==> src/rtl/demux_sequencer_if.sv <==
// -----------------------------------------------------------------------------
// demux_sequencer_if
//   Bundles the word handshake, the scan control and the demux-facing outputs
//   of demux_sequencer. Clock and reset stay plain ports on the module.
//   Signals:
//     in_valid  upstream has a word on in_data
//     in_data   4-bit word, bit i goes to channel i (0=A .. 3=D)
//     hold      freeze the scan while high
//     in_ready  sequencer can accept a word (IDLE only)
//     a, b      channel select to the demux (a = MSB, b = LSB)
//     o         data bit to the demux
//     busy      high while scanning and during the done cycle
//     done      one-cycle pulse after the last channel
//   master: the upstream driver side; slave: the sequencer side.
// -----------------------------------------------------------------------------
interface demux_sequencer_if;
  logic       in_valid;
  logic [3:0] in_data;
  logic       hold;
  logic       in_ready;
  logic       a;
  logic       b;
  logic       o;
  logic       busy;
  logic       done;

  modport master (
    output in_valid, in_data, hold,
    input  in_ready, a, b, o, busy, done
  );

  modport slave (
    input  in_valid, in_data, hold,
    output in_ready, a, b, o, busy, done
  );
endinterface

==> src/rtl/demux_sequencer.sv <==
// -----------------------------------------------------------------------------
// demux_sequencer
//   Upstream driver for a 1-to-4 demux. Accepts a 4-bit word over valid/ready,
//   then walks channels 0..3 in order, presenting {a,b} = channel index and
//   o = the matching word bit, holding each channel DWELL cycles. A single
//   done cycle follows channel 3, then the block returns to IDLE.
//   Parameters:
//     DWELL  cycles each channel is held (1..255)
//     CNT_W  dwell counter width, 2**CNT_W > DWELL
//   Ports:
//     clk    rising-edge clock
//     rst    synchronous active-high reset
//     bus    demux_sequencer_if.slave (handshake, hold, select/data, status)
//   All outputs are registered: next-state logic computes the value each
//   output must show in the following cycle, so channel 0 is visible in the
//   cycle right after the accepting edge.
// -----------------------------------------------------------------------------
module demux_sequencer #(
  parameter int unsigned DWELL = 1,
  parameter int unsigned CNT_W = 8
) (
  input  logic               clk,
  input  logic               rst,
  demux_sequencer_if.slave   bus
);

  typedef enum logic [1:0] {
    IDLE = 2'b00,
    SCAN = 2'b01,
    DONE = 2'b10
  } state_t;

  localparam logic [CNT_W-1:0] LAST_CNT = CNT_W'(DWELL - 1);
  localparam logic [CNT_W-1:0] CNT_ONE  = CNT_W'(1);

  state_t           state_r, state_s;
  logic [1:0]       ch_r, ch_s;
  logic [1:0]       ch_nxt_s;
  logic [CNT_W-1:0] cnt_r, cnt_s;
  logic [3:0]       word_r, word_s;
  logic             a_r, a_s;
  logic             b_r, b_s;
  logic             o_r, o_s;
  logic             busy_r, busy_s;
  logic             done_r, done_s;
  logic             ready_r, ready_s;

  assign ch_nxt_s = ch_r + 2'd1;

  // Next-state and next-output logic; every register holds unless a branch changes it.
  always_comb begin
    state_s = state_r;
    ch_s    = ch_r;
    cnt_s   = cnt_r;
    word_s  = word_r;
    a_s     = a_r;
    b_s     = b_r;
    o_s     = o_r;
    busy_s  = busy_r;
    done_s  = done_r;
    ready_s = ready_r;
    case (state_r)
      IDLE: begin
        a_s     = 1'b0;
        b_s     = 1'b0;
        o_s     = 1'b0;
        busy_s  = 1'b0;
        done_s  = 1'b0;
        ready_s = 1'b1;
        if (bus.in_valid && ready_r) begin
          // Accept: channel 0 must already be on the outputs next cycle.
          word_s  = bus.in_data;
          ch_s    = 2'd0;
          cnt_s   = '0;
          state_s = SCAN;
          o_s     = bus.in_data[0];
          busy_s  = 1'b1;
          ready_s = 1'b0;
        end else begin
          state_s = IDLE;
        end
      end
      SCAN: begin
        if (bus.hold) begin
          // Frozen: counters and outputs keep their values.
          state_s = SCAN;
        end else if (cnt_r == LAST_CNT) begin
          cnt_s = '0;
          if (ch_r == 2'd3) begin
            state_s = DONE;
            a_s     = 1'b0;
            b_s     = 1'b0;
            o_s     = 1'b0;
            done_s  = 1'b1;
          end else begin
            ch_s = ch_nxt_s;
            a_s  = ch_nxt_s[1];
            b_s  = ch_nxt_s[0];
            o_s  = word_r[ch_nxt_s];
          end
        end else begin
          cnt_s = cnt_r + CNT_ONE;
        end
      end
      DONE: begin
        state_s = IDLE;
        ch_s    = 2'd0;
        a_s     = 1'b0;
        b_s     = 1'b0;
        o_s     = 1'b0;
        busy_s  = 1'b0;
        done_s  = 1'b0;
        ready_s = 1'b1;
      end
      default: begin
        state_s = IDLE;
        ch_s    = 2'd0;
        cnt_s   = '0;
        a_s     = 1'b0;
        b_s     = 1'b0;
        o_s     = 1'b0;
        busy_s  = 1'b0;
        done_s  = 1'b0;
        ready_s = 1'b1;
      end
    endcase
  end

  // State, counters, latched word and registered outputs.
  always_ff @(posedge clk) begin
    if (rst) begin
      state_r <= IDLE;
      ch_r    <= 2'd0;
      cnt_r   <= '0;
      word_r  <= 4'd0;
      a_r     <= 1'b0;
      b_r     <= 1'b0;
      o_r     <= 1'b0;
      busy_r  <= 1'b0;
      done_r  <= 1'b0;
      ready_r <= 1'b1;
    end else begin
      state_r <= state_s;
      ch_r    <= ch_s;
      cnt_r   <= cnt_s;
      word_r  <= word_s;
      a_r     <= a_s;
      b_r     <= b_s;
      o_r     <= o_s;
      busy_r  <= busy_s;
      done_r  <= done_s;
      ready_r <= ready_s;
    end
  end

  assign bus.in_ready = ready_r;
  assign bus.a        = a_r;
  assign bus.b        = b_r;
  assign bus.o        = o_r;
  assign bus.busy     = busy_r;
  assign bus.done     = done_r;

endmodule
==> src/flat_wrapper.sv <==
// flat-port wrapper written by rule: the top's interface ports become plain ports
module demux_sequencer_flat 
#(
  parameter int unsigned DWELL = 1,
  parameter int unsigned CNT_W = 8
)
  (clk, rst, bus_in_valid, bus_in_data, bus_hold, bus_in_ready, bus_a, bus_b, bus_o, bus_busy, bus_done);
  demux_sequencer_if bus_i ();
  input  logic clk;
  input  logic rst;
  input wire logic [$bits(bus_i.in_valid)-1:0] bus_in_valid;
  input wire logic [$bits(bus_i.in_data)-1:0] bus_in_data;
  input wire logic [$bits(bus_i.hold)-1:0] bus_hold;
  output wire logic [$bits(bus_i.in_ready)-1:0] bus_in_ready;
  output wire logic [$bits(bus_i.a)-1:0] bus_a;
  output wire logic [$bits(bus_i.b)-1:0] bus_b;
  output wire logic [$bits(bus_i.o)-1:0] bus_o;
  output wire logic [$bits(bus_i.busy)-1:0] bus_busy;
  output wire logic [$bits(bus_i.done)-1:0] bus_done;
  assign bus_i.in_valid = bus_in_valid;
  assign bus_i.in_data = bus_in_data;
  assign bus_i.hold = bus_hold;
  assign bus_in_ready = bus_i.in_ready;
  assign bus_a = bus_i.a;
  assign bus_b = bus_i.b;
  assign bus_o = bus_i.o;
  assign bus_busy = bus_i.busy;
  assign bus_done = bus_i.done;
  demux_sequencer #(.DWELL(DWELL), .CNT_W(CNT_W)) u_core (.clk(clk), .rst(rst), .bus(bus_i));
endmodule
==> config.mk <==
export PLATFORM = sky130hd
export DESIGN_NAME = demux_sequencer_flat
export DESIGN_NICKNAME = d
export VERILOG_FILES = /design/src/rtl/demux_sequencer_if.sv /design/src/rtl/demux_sequencer.sv /design/src/flat_wrapper.sv
export SDC_FILE = /design/constraint.sdc
export NUM_CORES = 1
export LEC_CHECK = 0
export ABC_AREA = 1
export BUFFER_PORTS_ARGS = -buffer_cell sky130_fd_sc_hd__buf_2
export CORE_MARGIN = 1.5
export CORE_UTILIZATION = 60
export DETAILED_ROUTE_END_ITERATION = 10
export HOLD_SLACK_MARGIN = 0.03
export PLACE_DENSITY_LB_ADDON = 0.05
export REMOVE_ABC_BUFFERS = 1
export SLEW_MARGIN = 20
export SYNTH_ARGS = -nofsm -noshare
export SYNTH_HDL_FRONTEND = slang
export SYNTH_SLANG_ARGS = --single-unit
==> constraint.sdc <==
create_clock -name clk -period 2.25 [get_ports clk]
set_input_delay 0.45 -clock clk [delete_from_list [all_inputs] [get_ports clk]]
set_output_delay 0.45 -clock clk [all_outputs]
set_load 0.05 [all_outputs]
Word level (Yosys, flattened, before mapping)
Cells that the tools add are included.

cells by class
  magnitude comparators = 1
  reduce and logical (&&, ||, !) cells = 11
  mux-type cells = 27
  bitwise gates (word level) = 3
  add/subtract/negate cells = 2
  eq/ne operators = 9

operator list
  kind                   count
  $mux W8                3
  $pmux W8 S3            1
  $mux W2                7
  $mux W1                10
  $add A8 B1 Y8 const B  1
  $logic_not A8 Y1       1
  $pmux W2 S2            2
  $reduce_and A2 Y1      4
  $ne A3 B2 Y1 const B   2
  $pmux W1 S2            3
  $reduce_and A3 Y1      2
  $eq A2 B2 Y1 const B   2
  $ne A2 B1 Y1 const B   2
  $ne A2 B2 Y1 const B   2
  $reduce_and A4 Y1      1
  $lt A2 B3 Y1 const B   1
  $not A1 Y1             3
  $add A2 B1 Y2 const B  1
  $bmux W1 S2            1
  $eq A2 B1 Y1 const B   1
  $logic_not A2 Y1       1
  $reduce_or A2 Y1       1
  $logic_and A1 B1 Y1    1

word-level totals
  input bits = 8
  register bits after elaboration = 22
  word-level logic and storage cells = 63
  output and inout port bits = 6

Depth between registers and ports, before layout
Gate-level depths: netlist of run 1.

  word-level depth = 7
  depth in mapped cells = 10
  depth with buffers taken out = 10

Worst setup path after synthesis of run 1
OpenSTA, ideal clock, no wires.

  path type = flip-flop to flip-flop
  start point = register u_core.ready_r, in the netlist u_core.bus.in_ready
  end point = register u_core.word_r[1]
  path slack = 0.808 ns
  data required time = 2.131 ns
  arrival = 1.322 ns
  buffers on the path = 0
  cell stages (with the launch flop) = 6
  clock period less this slack = 1.442 ns
  cell sequence = dfxtp_1 nand2_1 nor3_1 inv_2 o21ai_0 a21oi_1

on the way
  word-level cells in the longest chain between the ends = 2

ends and longest elaborated chain
  item                                RTL line                text
  start: declaration                  demux_sequencer.sv:46   logic ready_r, ready_s;
  start signal: assignment            demux_sequencer.sv:152  ready_r <= ready_s;
  $logic_and A1 B1 Y1                 demux_sequencer.sv:70   if (bus.in_valid && ready_r) begin
  $reduce_and A2 Y1 (no source line)  --
  end signal: assignment              demux_sequencer.sv:146  word_r <= word_s;
  end: declaration                    demux_sequencer.sv:40   logic [3:0] word_r, word_s;

Every way passes these cells.
A chain may end at the register's enable or synchronous reset.

Worst setup path after layout of run 1
  start point = register u_core.cnt_r[0]
  end point = register u_core.cnt_r[2]

on the way
  word-level cells in the longest chain between the ends = 4
  elaborated cells between the ends (all ways) = 5

ends and longest elaborated chain
  item                                                      RTL line                                       text
  start: declaration                                        demux_sequencer.sv:39                          logic [CNT_W-1:0] cnt_r, cnt_s;
  start signal: assignment                                  demux_sequencer.sv:145                         cnt_r <= cnt_s;
  $add A8 B1 Y8 / $logic_not A8 Y1 (equally long branches)  demux_sequencer.sv:102, demux_sequencer.sv:87
  $mux W8 *                                                 demux_sequencer.sv:87                          end else if (cnt_r == LAST_CNT) begin
  $mux W8 *                                                 demux_sequencer.sv:84                          if (bus.hold) begin
  $pmux W8 S3 *                                             demux_sequencer.sv:62                          case (state_r)

Every way passes the cells marked *; elsewhere a longest branch is shown, timed or not. The select of a mux whose other input is x is not followed.

==> run metrics, run 1 <==
relative slew slack=about 69%; slowest stage cell, crit path=dfxtp_1; num rows=15; Fin. Hold Viols=0; GRT Total Usage=around a quarter; ANT nets after route=0; CP Data Arrival Time=about 1.7 ns; post-synth top area share=roughly two fifths; Clock Skew=a little over 0.005 ns; total grt overflow=0; CTS resizes=0; CP endpoint=u_core.cnt_r[2]; Post-Syn Instances=around 180; IO Count=14; setup violators final=0; Final period util=64.0%; Worst path max stage delay=approximately 0.38 ns; CP Cell Sequence=inv_1 -> ha_1 -> nand2_1 -> nor2_1 -> nand2_1 -> nand2_1 -> o21ai_0 -> inv_1 -> nor2_2; dpl ws=~0.73 ns; Register-to-Register Path Depth=9; status=finished clean; CP bufs+invs=2; Root Buffer=clkbuf_4; core footprint=~0.0018 mm2; DR vias=about 1.1k; first-pass GRT wire length=4100 um; mean cell area of the mapped netlist=6.48 um2; TritonCTS Buffers=3; design area=~0.0013 mm2; VDD IR-drop max=~0.00052 V; Clock Pin Slew Worst Setup and Hold Paths=around 0.12 ns; H-tree depth=1; most frequent cells in the layout=nand2_1 (51), inv_1 (26), dfxtp_1 (22); wire length per cell=between 10 and 15 um; cell taking the most area after synthesis=dfxtp_1; Leak=0.601 nW; Final #Nets=slightly above 200; setup tns final=0 ns; Worst path depth=9; Achievable Freq=~0.69 GHz; r2r setup slk=between 0.8 and 0.9 ns; Worst Slack Setup Final=~0.81 ns; sequential element share of the synthesized area=a little under two fifths; Syn-to-layout area delta=10.5%; Worst R2R Start=u_core.cnt_r[0]; DR vias/cell=about 5.3; synth unique cells=22; CP delay by family, top=simple AND/OR/NAND/NOR gates; Final Power=approximately 800 uW; starting DRC count in detailed routing=29; Worst EP required=approximately 2.5 ns; worst-margin pin slew=between 0.4 and 0.5 ns; Pre-Repair DR Iteration Count=4; PortBufs=13; CP startpoint=u_core.cnt_r[0]; Starting Density=between 60% and 70%; initial antenna violation count=0; routability cong.=about 0.90; Max-Cap Viols=0; layout cell share with drive strength beyond 1=~15%; Period minus WS final=1.44 ns; dpl hpwl=about 1900 um; Area after DPL=roughly 0.0012 mm2; cell mode on critical path=nand2_1; Post-Syn Area=0.00115 mm2; Slew Limit Fails=0; postcts setup bufs=0; Clock Latency Late Sink=slightly above 0.3 ns; startpoint types=flop; die span in x=roughly 47 um; largest net degree at the start of global routing=13; TritonCTS clock tree=done; number of hold buffers added after cts=0; Die Height=between 40 and 50 um; Die ar.=roughly 0.0022 mm2; Yosys warning count=0; DRC viols=0; ANT cells=0; RSZ-0062 raised after global routing=no; Tightest Hold Check Type=in -> reg; critical path endpoint category=flop; register bit total from synthesis=22; Post-Route WL=2430 um; most common cell after layout, fill and taps aside=nand2_1; worst r2r dst=u_core.cnt_r[2]; worst-path fanout max=7; synth top area cells=dfxtp_1 (38%), nand2_1 (17%), inv_1 (8.5%), nand3_1 (6.5%), nor2_1 (6.2%); CTS Buffer Depth=2; vias in the first global route=1073; CTS sink cnt=22; PwrDens=around 630 mW/mm2; Worst Setup Path Type=reg -> reg
==> metal layers <==
layer	global-route usage, %	share of wire, %
met1	29.0	42
met2	47.9	51
met3	3.46	5.5
met4	10.0	1.1
met5	0	0
==> logic make-up (layout without fill, tap and decap cells) <==
family | Yosys count | count (layout) | share of synthesized area [%]
AND/OR/NAND/NOR | 97 | 97 | 36.3
adder cells (fa/ha/maj) | 3 | 3 | 3.25
AO/OA/AOI/OAI | 25 | 25 | 11.8
flip-flops | 22 | 22 | 38.2
buffers and inverters | 31 | 46 | 10.4
==> through the flow <==
stage | util (%) | hold WS (ns) | cells
after global placement | 70.2 | 0.449 | 214
after global routing | 72.3 | 0.352 | 218
after floorplan | - | 0.429 | 176
after CTS | 72.3 | 0.351 | 218
final | 72.3 | 0.355 | 218
after detailed placement | 70.2 | 0.461 | 214
==> power by group <==
part           total (mW)  switching [mW]  internal (mW)
registers           0.423          0.0139          0.409
logic               0.164           0.116         0.0473
clock network       0.217           0.118         0.0988
==> how the worst min path moves through the flow <==
| stage | start | to | slack, ns | cells after the start |
|---|---|---|---|---|
| after global routing | bus_hold | u_core.state_r[1] | 0.35 | 2 |
| after floorplan | u_core.word_r[1] | u_core.word_r[1] | 0.43 | 2 |
| after global placement | u_core.word_r[2] | u_core.word_r[2] | 0.45 | 2 |
| after CTS | bus_hold | u_core.state_r[1] | 0.35 | 2 |
| after detailed placement | u_core.word_r[0] | u_core.word_r[0] | 0.46 | 2 |
| final | bus_hold | u_core.state_r[1] | 0.35 | 2 |
==> cell usage after synthesis, drive strengths merged <==
cell and count:
o211ai 1, nor2 24, inv 29, buf 1, ha 3, nand3 16, nand3b 1, nand2 52
nor3 3, a21oi 13, dfxtp 22, o21ai 10, nand4 1, o22ai 1, clkbuf 1
==> final cells by class <==
class                           instances  area (um2)
Multi-Input combinational cell        125         593
Fill cell                             174         489
Sequential cell                        22         440
Inverter                               29         109
Timing Repair Buffer                   13        65.1
Clock buffer                            4        36.3
Tap cell                               25        31.3
==> flip-flops by register name (all words and copies together), names as in the netlist <==
register	flops
u_core.cnt_r	8
u_core.word_r	4
u_core.ch_r	2
u_core.state_r	2
u_core.bus.a	1
u_core.bus.b	1
u_core.bus.busy	1
u_core.bus.done	1
u_core.bus.in_ready	1
u_core.bus.o	1
Power figures use the tool's default switching activity.
==> run 2, diff against run 1 <==
Settings changed: CORE_UTILIZATION 60 to 50.
Clock period 2.25 ns to 1.2 ns, I/O delays scaled along.
==> run 2 against run 1 <==
The flow now finishes with violations (negative setup slack). Register-to-register slack worse by 0.91 ns. Flip-flop and latch count unchanged. Clock power rose to 2.6 times the previous value. Utilization up 5.6 points. Critical endpoint is now u_core.bus.b. Largest power group unchanged. Critical path type unchanged.
==> run metrics, run 2 (synthesis gave the netlist of run 1 again) <==
status=finished with violations; failing checks=negative setup slack; most frequent cells in the layout=nand2_1 (42), inv_1 (19), buf_4 (19); Leak=between 0.7 and 0.8 nW; IO Count=14; Die Height=slightly above 50 um; Final Util=around 78%; r2r setup slk=-0.10 ns; relative slew slack=between 80% and 90%; VDD IR-drop max=~0.00085 V; worst-path fanout max=4; sw frac=29.4%; H-tree depth=1; routability cong.=~0.86; CP Data Arrival Time=approximately 1.5 ns; PortBufs=13; TritonCTS clock tree=done; CTS sink cnt=22; Clock Latency Late Sink=~0.31 ns; PwrDens=~1100 mW/mm2; DR vias/cell=5.09; Period minus WS final=~1.3 ns; core footprint=approximately 0.0022 mm2; Pre-Repair DR Iteration Count=4; RSZ-0062 raised after global routing=yes; Slew Limit Fails=0; vias in the first global route=between 1k and 1.5k; ANT nets after route=0; num rows=17; Area after DPL=approximately 0.0014 mm2; registers with the most flip-flops=u_core.cnt_r (8), u_core.word_r (4); Register-to-Register Path Depth=9; Worst EP required=approximately 1.4 ns; Root Buffer=clkbuf_4; wire length per cell=12.8 um; Largest register FFs=8; met2 GRT Util=a little under half; Tightest Hold Check Type=in -> reg; dpl hpwl=~2000 um; Starting Density=a little over half; met3 GRT Util=3.51%; Fin Hold WS=0.151 ns; DRC viols=0; Die ar.=between 0.002 and 0.003 mm2; Final period util=109%; Final #Nets=around 230; ANT cells=0; die span in x=around 51 um; largest net degree at the start of global routing=14; Most flops, register=u_core.cnt_r; Worst Setup Path Type=reg -> reg; critical path endpoint category=flop; most common cell after layout, fill and taps aside=nand2_1; Fin. Hold Viols=0; DR vias=between 1k and 1.5k; GRT Total Usage=24.2%; TritonCTS Buffers=3; Final Power=around 1.8 mW; NetSw=approximately 540 uW; Max-Cap Viols=0; GR Util met1=26.7%; Hold Path Cell Cnt=3; GRT busiest layer=met2; worst-margin pin slew=0.232 ns; initial antenna violation count=0; Clock Skew=0.00345 ns; Post-Route WL=between 3000 and 4000 um; setup violators final=17; total grt overflow=0; Achievable Freq=slightly below 0.8 GHz; CTS Buffer Depth=2; design area=0.00171 mm2; Internal Pwr Total=between 1 and 1.5 mW; startpoint types=flop; first-pass GRT wire length=roughly 4700 um; number of hold buffers added after cts=0; clock power share=a little under a third; Worst Slack Setup Final=-0.102 ns; Syn-to-layout area delta=47.8%; layout cell share with drive strength beyond 1=42.6%; combinational share of power=between 20% and 30%; Reg power frac=between 40% and 50%; Clock Pin Slew Worst Setup and Hold Paths=0.12 ns; starting DRC count in detailed routing=28
[run 2: stage by stage]
stage,setup TNS [ns],cells,worst slack (ns)
6_report,-0.831,244,-0.102
5_1_grt,-1.96,244,-0.163
4_1_cts,-0.250,243,-0.0493
3_5_place_dp,-1.34,237,-0.134
3_3_place_gp,-1.18,237,-0.123
2_1_floorplan,-3.06,176,-0.242
[run 2: critical path, stage by stage, from the launching register on]
cell and delay (ns):
dfxtp_4 0.39, inv_4 0.07, ha_4 0.15, nand2_4 0.05, nor2_4 0.11, nand2_4 0.09
nor2_4 0.18, inv_2 0.06, nand2_1 0.06, a21oi_1 0.05
[run 2: repair_timing]
item                       in CTS  in global routing
gates resized for setup        27                 48
buffers inserted                2                  1
setup endpoints to repair      22                 25
pin swaps                       8                 22
[run 2: path summary, 6_finish.rpt]
check                                      start                to
worst max-delay path             u_core.cnt_r[0]      u_core.bus.b
worst min-delay path              bus_in_data[3]  u_core.word_r[3]
worst max register to register   u_core.cnt_r[0]      u_core.bus.b
worst min register to register  u_core.word_r[1]  u_core.word_r[1]
[run 2: power by group through the flow]
stage	Sequential, mW	Combinational, mW	Clock [mW]
finish	0.790	0.481	0.569
global route	0.795	0.520	0.623
CTS	0.791	0.409	0.581
detailed placement	0.805	0.372	0
global placement	0.804	0.368	0
floorplan	0.846	0.186	0
[run 2: routing by layer]
layer | share of wire, % | wire, um | up-vias
met4 | 1.3 | 41 | 0
met5 | 0 | 0 | -
met3 | 2.6 | 80 | 4
li1 | - | - | 639
met1 | 41 | 1290 | 582
met2 | 55 | 1720 | 18
[run 2: cell type report]
cell class / instances / area (um2)
clock inverter: 1 / 30.0
inverter: 29 / 114
clock buffer: 3 / 22.5
timing repair buffer: 36 / 272
tap: 28 / 35.0
sequential: 22 / 457
fill: 152 / 485
multi-input combinational: 125 / 776
==> run 3, diff against run 2 <==
--- a/config.mk
+++ b/config.mk
@@ -13,4 +13,5 @@
 export HOLD_SLACK_MARGIN = 0.03
 export PLACE_DENSITY_LB_ADDON = 0.05
+export RECOVER_POWER = 25
 export REMOVE_ABC_BUFFERS = 1
 export SLEW_MARGIN = 20
==> constraint.sdc (replaced) <==
create_clock -name clk -period 1.2 [get_ports clk]
set_input_delay 0.24 -clock clk [delete_from_list [all_inputs] [get_ports clk]]
set_output_delay 0.24 -clock clk [all_outputs]
set_load 0.01 [all_outputs]
==> run 3 against run 2 <==
The run still ends with negative setup slack left. Final cell count unchanged. Count of clock-buffer cells in the layout unchanged. Die area unchanged. Hold slack worse by 0.0037 ns. Clock power up 2%. Fmax up 0.30%. Power down 2.3%. Via count up 0.32%. Clock skew up 0.0061 ns. Routed wire length down 0.67%. Combinational power down 11%.
==> run metrics, run 3 (synthesis gave the netlist of run 1 again) <==
status=finished with violations; failing checks=negative setup slack; TritonCTS clock tree=done; Max-Cap Viols=0; setup tns final=-0.747 ns; largest net degree at the start of global routing=14; Clock Latency Late Sink=approximately 0.32 ns; registers with the most flip-flops=u_core.cnt_r (8), u_core.word_r (4); routability cong.=0.861; Die Height=just over 50 um; relative slew slack=83.9%; Post-Route WL=3110 um; worst-path fanout max=7; H-tree depth=1; Worst path max stage delay=roughly 0.39 ns; CP bufs+invs=1; Tightest Hold Check Type=in -> reg; Worst Hold Launch=bus_in_data[3]; GRT Total Usage=between 20% and 30%; Period minus WS final=1.30 ns; Fin. Hold Viols=0; VDD IR-drop max=approximately 0.00084 V; Syn-to-layout area delta=45.7%; startpoint types=flop; Clock Pin Slew Worst Setup and Hold Paths=0.13 ns; number of hold buffers added after cts=0; CTS Buffer Depth=2; RSZ-0062 raised after global routing=yes; DR vias/cell=slightly above 5; Slew Limit Fails=0; Final period util=108%; Pre-Repair DR Iteration Count=4; DRC viols=0; num rows=17; Die ar.=roughly 0.0026 mm2; Worst Slack Setup Final=-0.0981 ns; DR vias=1247; PortBufs=13; ANT nets after route=0; TritonCTS Buffers=3; layout cell share with drive strength beyond 1=between 40% and 50%; Worst R2R Start=u_core.cnt_r[0]; core footprint=0.00219 mm2; total grt overflow=0; CP Cell Sequence=inv_4 -> ha_4 -> nand2_4 -> nor2_4 -> nand2_4 -> nand2_8 -> nand2_2 -> nand2_1 -> nand2_1 -> nor2_1; worst-margin pin slew=around 0.24 ns; Most flops, register=u_core.cnt_r; Final Util=roughly three quarters; CTS sink cnt=22; CP delay by family, top=simple AND/OR/NAND/NOR gates; Worst EP required=~1.5 ns; wire length per cell=about 13 um; starting DRC count in detailed routing=10; vias in the first global route=1114; IO Count=14; Clock Skew=approximately 0.0096 ns; Largest register FFs=8; dpl hpwl=2020 um; most frequent cells in the layout=nand2_1 (42), inv_1 (20), buf_4 (19); first-pass GRT wire length=around 4600 um; slowest stage cell, crit path=dfxtp_4; PwrDens=around 1100 mW/mm2; Final Power=around 1.8 mW; Achievable Freq=just under 0.8 GHz; Worst Setup Path Type=reg -> reg; initial antenna violation count=0; critical path endpoint category=flop; CP startpoint=u_core.cnt_r[0]; # fillers=approximately 160; die span in x=between 50 and 60 um; Final #Nets=around 230; most common cell after layout, fill and taps aside=nand2_1; CP Data Arrival Time=about 1.6 ns; ANT cells=0; setup violators final=16; Root Buffer=clkbuf_4; Leak=between 0.7 and 0.8 nW; Starting Density=a little over half
-- run 3: timing repair --
action                                  CTS  global route
endpoints found under the setup margin   21            19
gates resized for setup                  25            43
buffers inserted                          2             1
gates cloned                              0             0
pin swaps                                 8            21
-- run 3: power breakdown --
group | internal (mW) | leakage [nW] | switching (mW) | total (mW)
Combinational | 0.188 | 0.543 | 0.241 | 0.428
Clock | 0.338 | 0.0279 | 0.244 | 0.582
Sequential | 0.762 | 0.182 | 0.0253 | 0.788
Total | 1.29 | 0.753 | 0.510 | 1.80
-- run 3: final timing paths --
kind | slack, ns | cells past startpoint | endpoint
max | -0.1 | 10 | u_core.bus.o
min | 0.15 | 3 | u_core.word_r[3]
max reg2reg | -0.1 | 10 | u_core.bus.o
min reg2reg | 0.47 | 2 | u_core.word_r[1]
-- run 3: layout make-up --
class                           count  area [um2]  area share [%]
Tap cell                           28        35.0            2.08
Clock buffer                        3        22.5            1.34
Clock inverter                      1        30.0            1.79
Timing Repair Buffer               36         253            15.0
Multi-Input combinational cell    125         769            45.8
Sequential cell                    22         457            27.2
Inverter                           29         114            6.78
-- run 3: per-layer routing --
| metal | global-route usage [%] | part of all wire (%) | vias up | wire length [um] |
|---|---|---|---|---|
| li1 | - | - | 640 | - |
| met5 | 0 | 0 | - | 0 |
| met1 | 26.3 | 41 | 583 | 1270 |
| met4 | 10.8 | 1.6 | 0 | 49 |
| met3 | 3.51 | 2.2 | 5 | 67 |
| met2 | 45.2 | 55 | 19 | 1720 |
-- run 3: through the flow --
| step | hold WS, ns | cells | instance area (um2) | setup slack [ns] |
|---|---|---|---|---|
| after CTS | 0.144 | 243 | 1530 | -0.0493 |
| after floorplan | 0.309 | 176 | 1140 | -0.0268 |
| final | 0.147 | 244 | 1680 | -0.0981 |
| after global routing | 0.148 | 244 | 1680 | -0.159 |
| after detailed placement | 0.451 | 237 | 1390 | -0.134 |
| after global placement | 0.441 | 237 | 1390 | -0.123 |
-- run 3: worst reg2reg max path, cell delays in order, from the launching register on --
cell and delay, ns:
dfxtp_4 0.39, inv_4 0.07, ha_4 0.15, nand2_4 0.05, nor2_4 0.11, nand2_4 0.09, nand2_8 0.10, nand2_2 0.06
nand2_1 0.06, nand2_1 0.05, nor2_1 0.10
